### config.mk
export PLATFORM = sky130hd
export DESIGN_NAME = clk_divider_prog_flat
export DESIGN_NICKNAME = d
export VERILOG_FILES = /design/src/rtl/clk_divider_prog_if.sv /design/src/rtl/clk_divider_prog.sv /design/src/flat_wrapper.sv
export SDC_FILE = /design/constraint.sdc
export NUM_CORES = 1
export LEC_CHECK = 0
export CORE_MARGIN = 1
export CORE_UTILIZATION = 45
export CTS_CLUSTER_SIZE = 24
export DETAILED_ROUTE_END_ITERATION = 8
export PLACE_DENSITY = 0.68
export SLEW_MARGIN = 20
export SYNTH_ARGS = -nofsm -noshare
export SYNTH_HDL_FRONTEND = slang
export SYNTH_SLANG_ARGS = --single-unit
export TNS_END_PERCENT = 20
### constraint.sdc
create_clock -name clock_in -period 4.3 [get_ports clock_in]
set_input_delay 0.645 -clock clock_in [delete_from_list [all_inputs] [get_ports clock_in]]
set_output_delay 0.645 -clock clock_in [all_outputs]
set_load 0.05 [all_outputs]
### src/rtl/clk_divider_prog_if.sv
// Control/status bundle for clk_divider_prog.
// CLKDIV_SYNC_CLEAR_EN adds the sync_clr phase-align input.
interface clk_divider_prog_if #(
   parameter int unsigned CNT_WIDTH = 28
);
   logic                 enable;
   logic [1:0]           mode_sel;
   logic                 div_load;
   logic [CNT_WIDTH-1:0] div_value;
`ifdef CLKDIV_SYNC_CLEAR_EN
   logic                 sync_clr;
`endif
   logic                 clock_out;
   logic                 tick;
   logic                 div_busy;
   logic [CNT_WIDTH-1:0] div_active;

   modport master (
`ifdef CLKDIV_SYNC_CLEAR_EN
      output sync_clr,
`endif
      output enable, mode_sel, div_load, div_value,
      input  clock_out, tick, div_busy, div_active
   );

   modport slave (
`ifdef CLKDIV_SYNC_CLEAR_EN
      input  sync_clr,
`endif
      input  enable, mode_sel, div_load, div_value,
      output clock_out, tick, div_busy, div_active
   );
endinterface

### src/rtl/clk_divider_prog.sv
// Run-time programmable clock divider; ratio changes are applied only at a period wrap.
// Optional macro CLKDIV_SYNC_CLEAR_EN enables the sync_clr forced-wrap input.
module clk_divider_prog #(
   parameter int unsigned CNT_WIDTH    = 28,
   parameter int unsigned DIV_NORMAL   = 50000000,
   parameter int unsigned DIV_SLOW     = 100000000,
   parameter int unsigned DIV_FAST     = 5000000,
   parameter int unsigned DIV_PROG_RST = 50000000
) (
   input logic              clock_in,
   input logic              reset_n,
   clk_divider_prog_if.slave bus
);

   localparam longint unsigned MaxDiv = 64'd1 << CNT_WIDTH;

   if (DIV_NORMAL < 2 || DIV_NORMAL >= MaxDiv ||
       DIV_SLOW < 2 || DIV_SLOW >= MaxDiv ||
       DIV_FAST < 2 || DIV_FAST >= MaxDiv ||
       DIV_PROG_RST < 2 || DIV_PROG_RST >= MaxDiv) begin : g_param_err
      $error("clk_divider_prog: every DIV_* must be >= 2 and < 2**CNT_WIDTH");
   end

   localparam logic [CNT_WIDTH-1:0] DivNormal  = CNT_WIDTH'(DIV_NORMAL);
   localparam logic [CNT_WIDTH-1:0] DivSlow    = CNT_WIDTH'(DIV_SLOW);
   localparam logic [CNT_WIDTH-1:0] DivFast    = CNT_WIDTH'(DIV_FAST);
   localparam logic [CNT_WIDTH-1:0] DivProgRst = CNT_WIDTH'(DIV_PROG_RST);
   localparam logic [CNT_WIDTH-1:0] DivMin     = CNT_WIDTH'(2);
   localparam logic [CNT_WIDTH-1:0] One        = CNT_WIDTH'(1);

   logic [CNT_WIDTH-1:0] cnt_q, cnt_d;
   logic [CNT_WIDTH-1:0] active_q, active_d;
   logic [CNT_WIDTH-1:0] prog_q, prog_d;
   logic                 clock_out_q, clock_out_d;
   logic                 tick_q, tick_d;
   logic [CNT_WIDTH-1:0] target;
   logic                 wrap;
   logic                 force_wrap;

`ifdef CLKDIV_SYNC_CLEAR_EN
   assign force_wrap = bus.sync_clr;
`else
   assign force_wrap = 1'b0;
`endif

   always_comb begin
      target = DivNormal;
      unique case (bus.mode_sel)
         2'd0:    target = DivNormal;
         2'd1:    target = DivSlow;
         2'd2:    target = DivFast;
         2'd3:    target = prog_q;
         default: target = DivNormal;
      endcase
   end

   // Loads of 0 or 1 would stall the counter, so clamp to the minimum ratio.
   always_comb begin
      prog_d = prog_q;
      if (bus.div_load) begin
         prog_d = (bus.div_value < DivMin) ? DivMin : bus.div_value;
      end
   end

   assign wrap = (cnt_q == active_q - One);

   always_comb begin
      cnt_d       = cnt_q;
      active_d    = active_q;
      clock_out_d = clock_out_q;
      tick_d      = 1'b0;
      if (force_wrap || (bus.enable && wrap)) begin
         cnt_d    = '0;
         active_d = target;
      end else if (bus.enable) begin
         cnt_d = cnt_q + One;
      end
      // Phase is judged against the divisor of the period that starts at this edge.
      if (force_wrap || bus.enable) begin
         clock_out_d = (cnt_d < (active_d >> 1));
         tick_d      = (cnt_d == '0);
      end
   end

   always_ff @(posedge clock_in or negedge reset_n) begin
      if (!reset_n) begin
         cnt_q       <= DivNormal - One;
         active_q    <= DivNormal;
         prog_q      <= DivProgRst;
         clock_out_q <= 1'b0;
         tick_q      <= 1'b0;
      end else begin
         cnt_q       <= cnt_d;
         active_q    <= active_d;
         prog_q      <= prog_d;
         clock_out_q <= clock_out_d;
         tick_q      <= tick_d;
      end
   end

   assign bus.clock_out  = clock_out_q;
   assign bus.tick       = tick_q;
   assign bus.div_busy   = (target != active_q);
   assign bus.div_active = active_q;

endmodule

### src/flat_wrapper.sv
// flat-port wrapper written by rule: the top's interface ports become plain ports
module clk_divider_prog_flat 
#(
   parameter int unsigned CNT_WIDTH    = 28,
   parameter int unsigned DIV_NORMAL   = 50000000,
   parameter int unsigned DIV_SLOW     = 100000000,
   parameter int unsigned DIV_FAST     = 5000000,
   parameter int unsigned DIV_PROG_RST = 50000000
)
  (clock_in, reset_n, bus_enable, bus_mode_sel, bus_div_load, bus_div_value, bus_clock_out, bus_tick, bus_div_busy, bus_div_active);
  clk_divider_prog_if #(.CNT_WIDTH(CNT_WIDTH)) bus_i ();
  input logic clock_in;
  input logic reset_n;
  input wire logic [$bits(bus_i.enable)-1:0] bus_enable;
  input wire logic [$bits(bus_i.mode_sel)-1:0] bus_mode_sel;
  input wire logic [$bits(bus_i.div_load)-1:0] bus_div_load;
  input wire logic [$bits(bus_i.div_value)-1:0] bus_div_value;
  output wire logic [$bits(bus_i.clock_out)-1:0] bus_clock_out;
  output wire logic [$bits(bus_i.tick)-1:0] bus_tick;
  output wire logic [$bits(bus_i.div_busy)-1:0] bus_div_busy;
  output wire logic [$bits(bus_i.div_active)-1:0] bus_div_active;
  assign bus_i.enable = bus_enable;
  assign bus_i.mode_sel = bus_mode_sel;
  assign bus_i.div_load = bus_div_load;
  assign bus_i.div_value = bus_div_value;
  assign bus_clock_out = bus_i.clock_out;
  assign bus_tick = bus_i.tick;
  assign bus_div_busy = bus_i.div_busy;
  assign bus_div_active = bus_i.div_active;
  clk_divider_prog #(.CNT_WIDTH(CNT_WIDTH), .DIV_NORMAL(DIV_NORMAL), .DIV_SLOW(DIV_SLOW), .DIV_FAST(DIV_FAST), .DIV_PROG_RST(DIV_PROG_RST)) u_core (.clock_in(clock_in), .reset_n(reset_n), .bus(bus_i));
endmodule
==> flow_summary.yaml, run 1 <==
synth:
  async_flop_share_pct: 100
  sequential_share_of_the_synthesized_area_pct: 32.8
  mappedNetlistArea_sq_um: 6720
  synth_cell_type_count: 71
  postSynthCellCount: 791
  syn-mean-instance-area_sq_um: 8.49
  synthesis.nets: 853
  ys_warn_count: 0
  synth-edff-count: 0
  synth.ff_latch_count: 86
  postSynth.topFlopCell: "dfrtp_1"
setup_path:
  start_kind: "flop"
  worst-path-max-fanout: 7
  worst-endpoint-required_ns: 4.55
  setup.worst_path.end_class: "flop"
  path_class: "flop to flop"
  cp_data_arrival_time_ns: 4.74
  ff2ff_path_depth: 19
timing:
  worst-slew-pin-transition_ns: 0.710
  setup-tns-final_ns: -0.190
  timing.final.ws_setup_ns: -0.190
  rsz0062_at_grt: "true"
  relSlewSlack_pct: 52.7
  drv_slew: 0
  maxClockFrequency_mhz: 223
  worst_clock_skew_ns: 0.00831
  hold_violations: 0
  period_share_pct: 104
  timing.hold.ws_ns: 0.332
  period_minus_slack_ns: 4.49
  final_setup_violations: 1
grt:
  grt_pass1_wl_um: 33800
  gr_overflow_total: 0
  number_of_antenna_violations_at_the_first_check_in_global_routing: 0
  grt_start_max_net_pins: 56
  first_global_vias: 6151
  groute.usage.overall_pct: 29.4
cts:
  ctsRootBufferMaster: "clkbuf_16"
  numCtsBuffers: 9
  ctsHoldBuffers: 0
  worstSkewPairLatency_ns: 0.35
  clock_sinks: 86
  cts.clk_slew.worst_paths_ns: 0.07
  clock_tree_from_tritoncts: "done"
  htreeDepth: 3
  cts_buffer_depth: 2
hold_path:
  min_path_type: "primary input to async pin"
power:
  p_int_w: 0.00169
  power_leakage_nw: 3.79
  pwr-share-seq_pct: 40.4
  power.density_nw_per_um2: 277
  power.combinational.fraction_pct: 24.6
  clock_power_share_pct: 35.0
  report.power.total_w: 0.00245
  swShare_pct: 30.7
  power.net_switching_w: 0.000751
  vdd.ir_drop.worst_mv: 0.252
drt:
  dr.max_layer_used: "met4"
  wl_met3_um: 1940
  detail_route.iter0.violations: 691
  routedWlPerCell_um: 20.8
  wl_met2_um: 10700
  route.antenna.remaining_nets: 0
  drtPass1Iterations: 6
  detail_route.drc_violations: 0
  drt_via_density: 6.13
  wirelength_um: 22800
  vias: 6717
  detail_route.wirelength.met1_um: 9330
run:
  maxCapViolCount: 0
cells_and_area:
  layout_cell_share_with_drive_strength_beyond_1_pct: 27.1
  most_common_cell_after_layout_fill_and_taps_aside: "buf_4"
  layout_common_cells: "buf_4, nor2_1, nand2_1, clkdlybuf4s50_1, dfstp_2"
  antennaDiodeCount: 0
  flow.area_growth_from_synthesis_pct: 31.3
  nets: 969
floorplanning:
  coreArea_sq_um: 14500
  ioPinCount: 65
  num_rows: 44
  dieHeight_um: 124
  die_width_um: 124
  initial_utilization_pct: 46.2
  die_area_sq_um: 15400
placement:
  dp_worst_setup_slack_ns: -0.307
  dpl.hpwl_um: 16500
  placement.io_buffers: 64
  finalWeightedCongestion: 0.989
run_status:
  status: "finished, violations left"
  violations: "negative setup slack"
==> registers in the layout (all words and copies together), names as in the netlist <==
name / flops
u_core.prog_q: 28
u_core.bus.clock_out: 1
u_core.bus.tick: 1
u_core.cnt_q: 28
u_core.bus.div_active: 28
==> cell usage after synthesis, drive strengths merged, types with 23 or more instances <==
cell type / count / area [sq um]
inv: 46 / 173
xnor2: 37 / 324
mux2: 24 / 270
ha: 28 / 350
dfstp: 42 / 1100
clkbuf: 38 / 143
dfrtp: 44 / 1100
and3: 23 / 144
nand3: 39 / 195
nor3: 23 / 136
a21oi: 26 / 130
nand2: 63 / 236
xor2: 35 / 307
o21ai: 40 / 200
nor2: 72 / 270
==> stage by stage <==
stage,instance area [sq um],cells,util [%]
6_report,8820,1096,60.7
5_1_grt,8820,1096,60.7
4_1_cts,8420,1083,57.9
3_5_place_dp,7940,1059,54.6
3_3_place_gp,7940,1059,54.6
2_1_floorplan,6740,791,-
==> final timing paths <==
check,from,endpoint,slack [ns]
min reg2reg,u_core.prog_q[11],u_core.prog_q[11],0.52
min,reset_n,u_core.cnt_q[7],0.33
max in group asynchronous,reset_n,u_core.prog_q[21],3.01
max,u_core.bus.div_active[8],u_core.bus.clock_out,-0.19
min in group clock_in,u_core.prog_q[11],u_core.prog_q[11],0.52
max reg2reg,u_core.bus.div_active[8],u_core.bus.clock_out,-0.19
==> logic make-up after synthesis <==
logic type               Yosys count  share of synthesized area (%)
flip-flops                        86                           32.8
AO/OA/AOI/OAI                    153                           15.1
buffers and inverters            103                           6.17
adder cells (fa/ha/maj)           28                           5.22
AND/OR/NAND/NOR                  309                           24.9
multiplexers                      40                           6.41
XOR/XNOR                          72                           9.39
==> timing repair <==
action | 4_1_cts | 5_1_grt
gates cloned | 0 | 1
setup buffers | 8 | 12
gates resized for setup | 25 | 45
setup endpoints to repair | 1 | 1
pin swaps | 12 | 26
==> layout make-up <==
class,count,area [sq um]
Fill cell,1262,5710
Multi-Input combinational cell,602,4410
Sequential cell,86,2210
Timing Repair Buffer,162,1480
Clock buffer,12,246
Tap cell,184,230
Inverter,46,173
Clock inverter,4,70.1
==> critical path, cell delays in order (launching register included) <==
cell      delay, ns
dfrtp_1        0.50
nor3_2         0.29
and4_1         0.33
a31oi_1        0.15
nor3_2         0.35
nand3_2        0.19
nor4_4         0.39
buf_6          0.21
buf_12         0.12
mux2_4         0.30
inv_2          0.08
ha_4           0.20
a21o_1         0.15
a21o_1         0.16
a21oi_2        0.13
o21ai_2        0.11
nor4b_2        0.30
a32o_2         0.20
o311ai_2       0.11
o311ai_1       0.11
==> metal layers <==
| layer | global-route usage [%] | vias to the layer above |
|---|---|---|
| met1 | 40.6 | 3198 |
| met5 | 0 | - |
| met2 | 47.2 | 403 |
| met3 | 4.08 | 65 |
| met4 | 10.0 | 0 |
| li1 | - | 3051 |
==> power by group through the flow <==
stage	registers, W	clock network (W)	logic (W)
floorplan	0.000962	0	0.000368
global placement	0.000992	0	0.000514
detailed placement	0.000997	0	0.000532
CTS	0.000984	0.000861	0.000541
global route	0.000997	0.000890	0.000645
finish	0.000988	0.000856	0.000602
Note: power is estimated with default switching activity, not from simulation.
==> run 2, diff against run 1 <==
--- a/config.mk
+++ b/config.mk
@@ -9,6 +9,7 @@
 export CORE_UTILIZATION = 45
 export CTS_CLUSTER_SIZE = 24
 export DETAILED_ROUTE_END_ITERATION = 8
+export HOLD_SLACK_MARGIN = 0.02
 export PLACE_DENSITY = 0.68
 export SLEW_MARGIN = 20
 export SYNTH_ARGS = -nofsm -noshare
==> results of run 2 <==
Same layout as run 1: the final DEF is identical, and so are final timing and power.
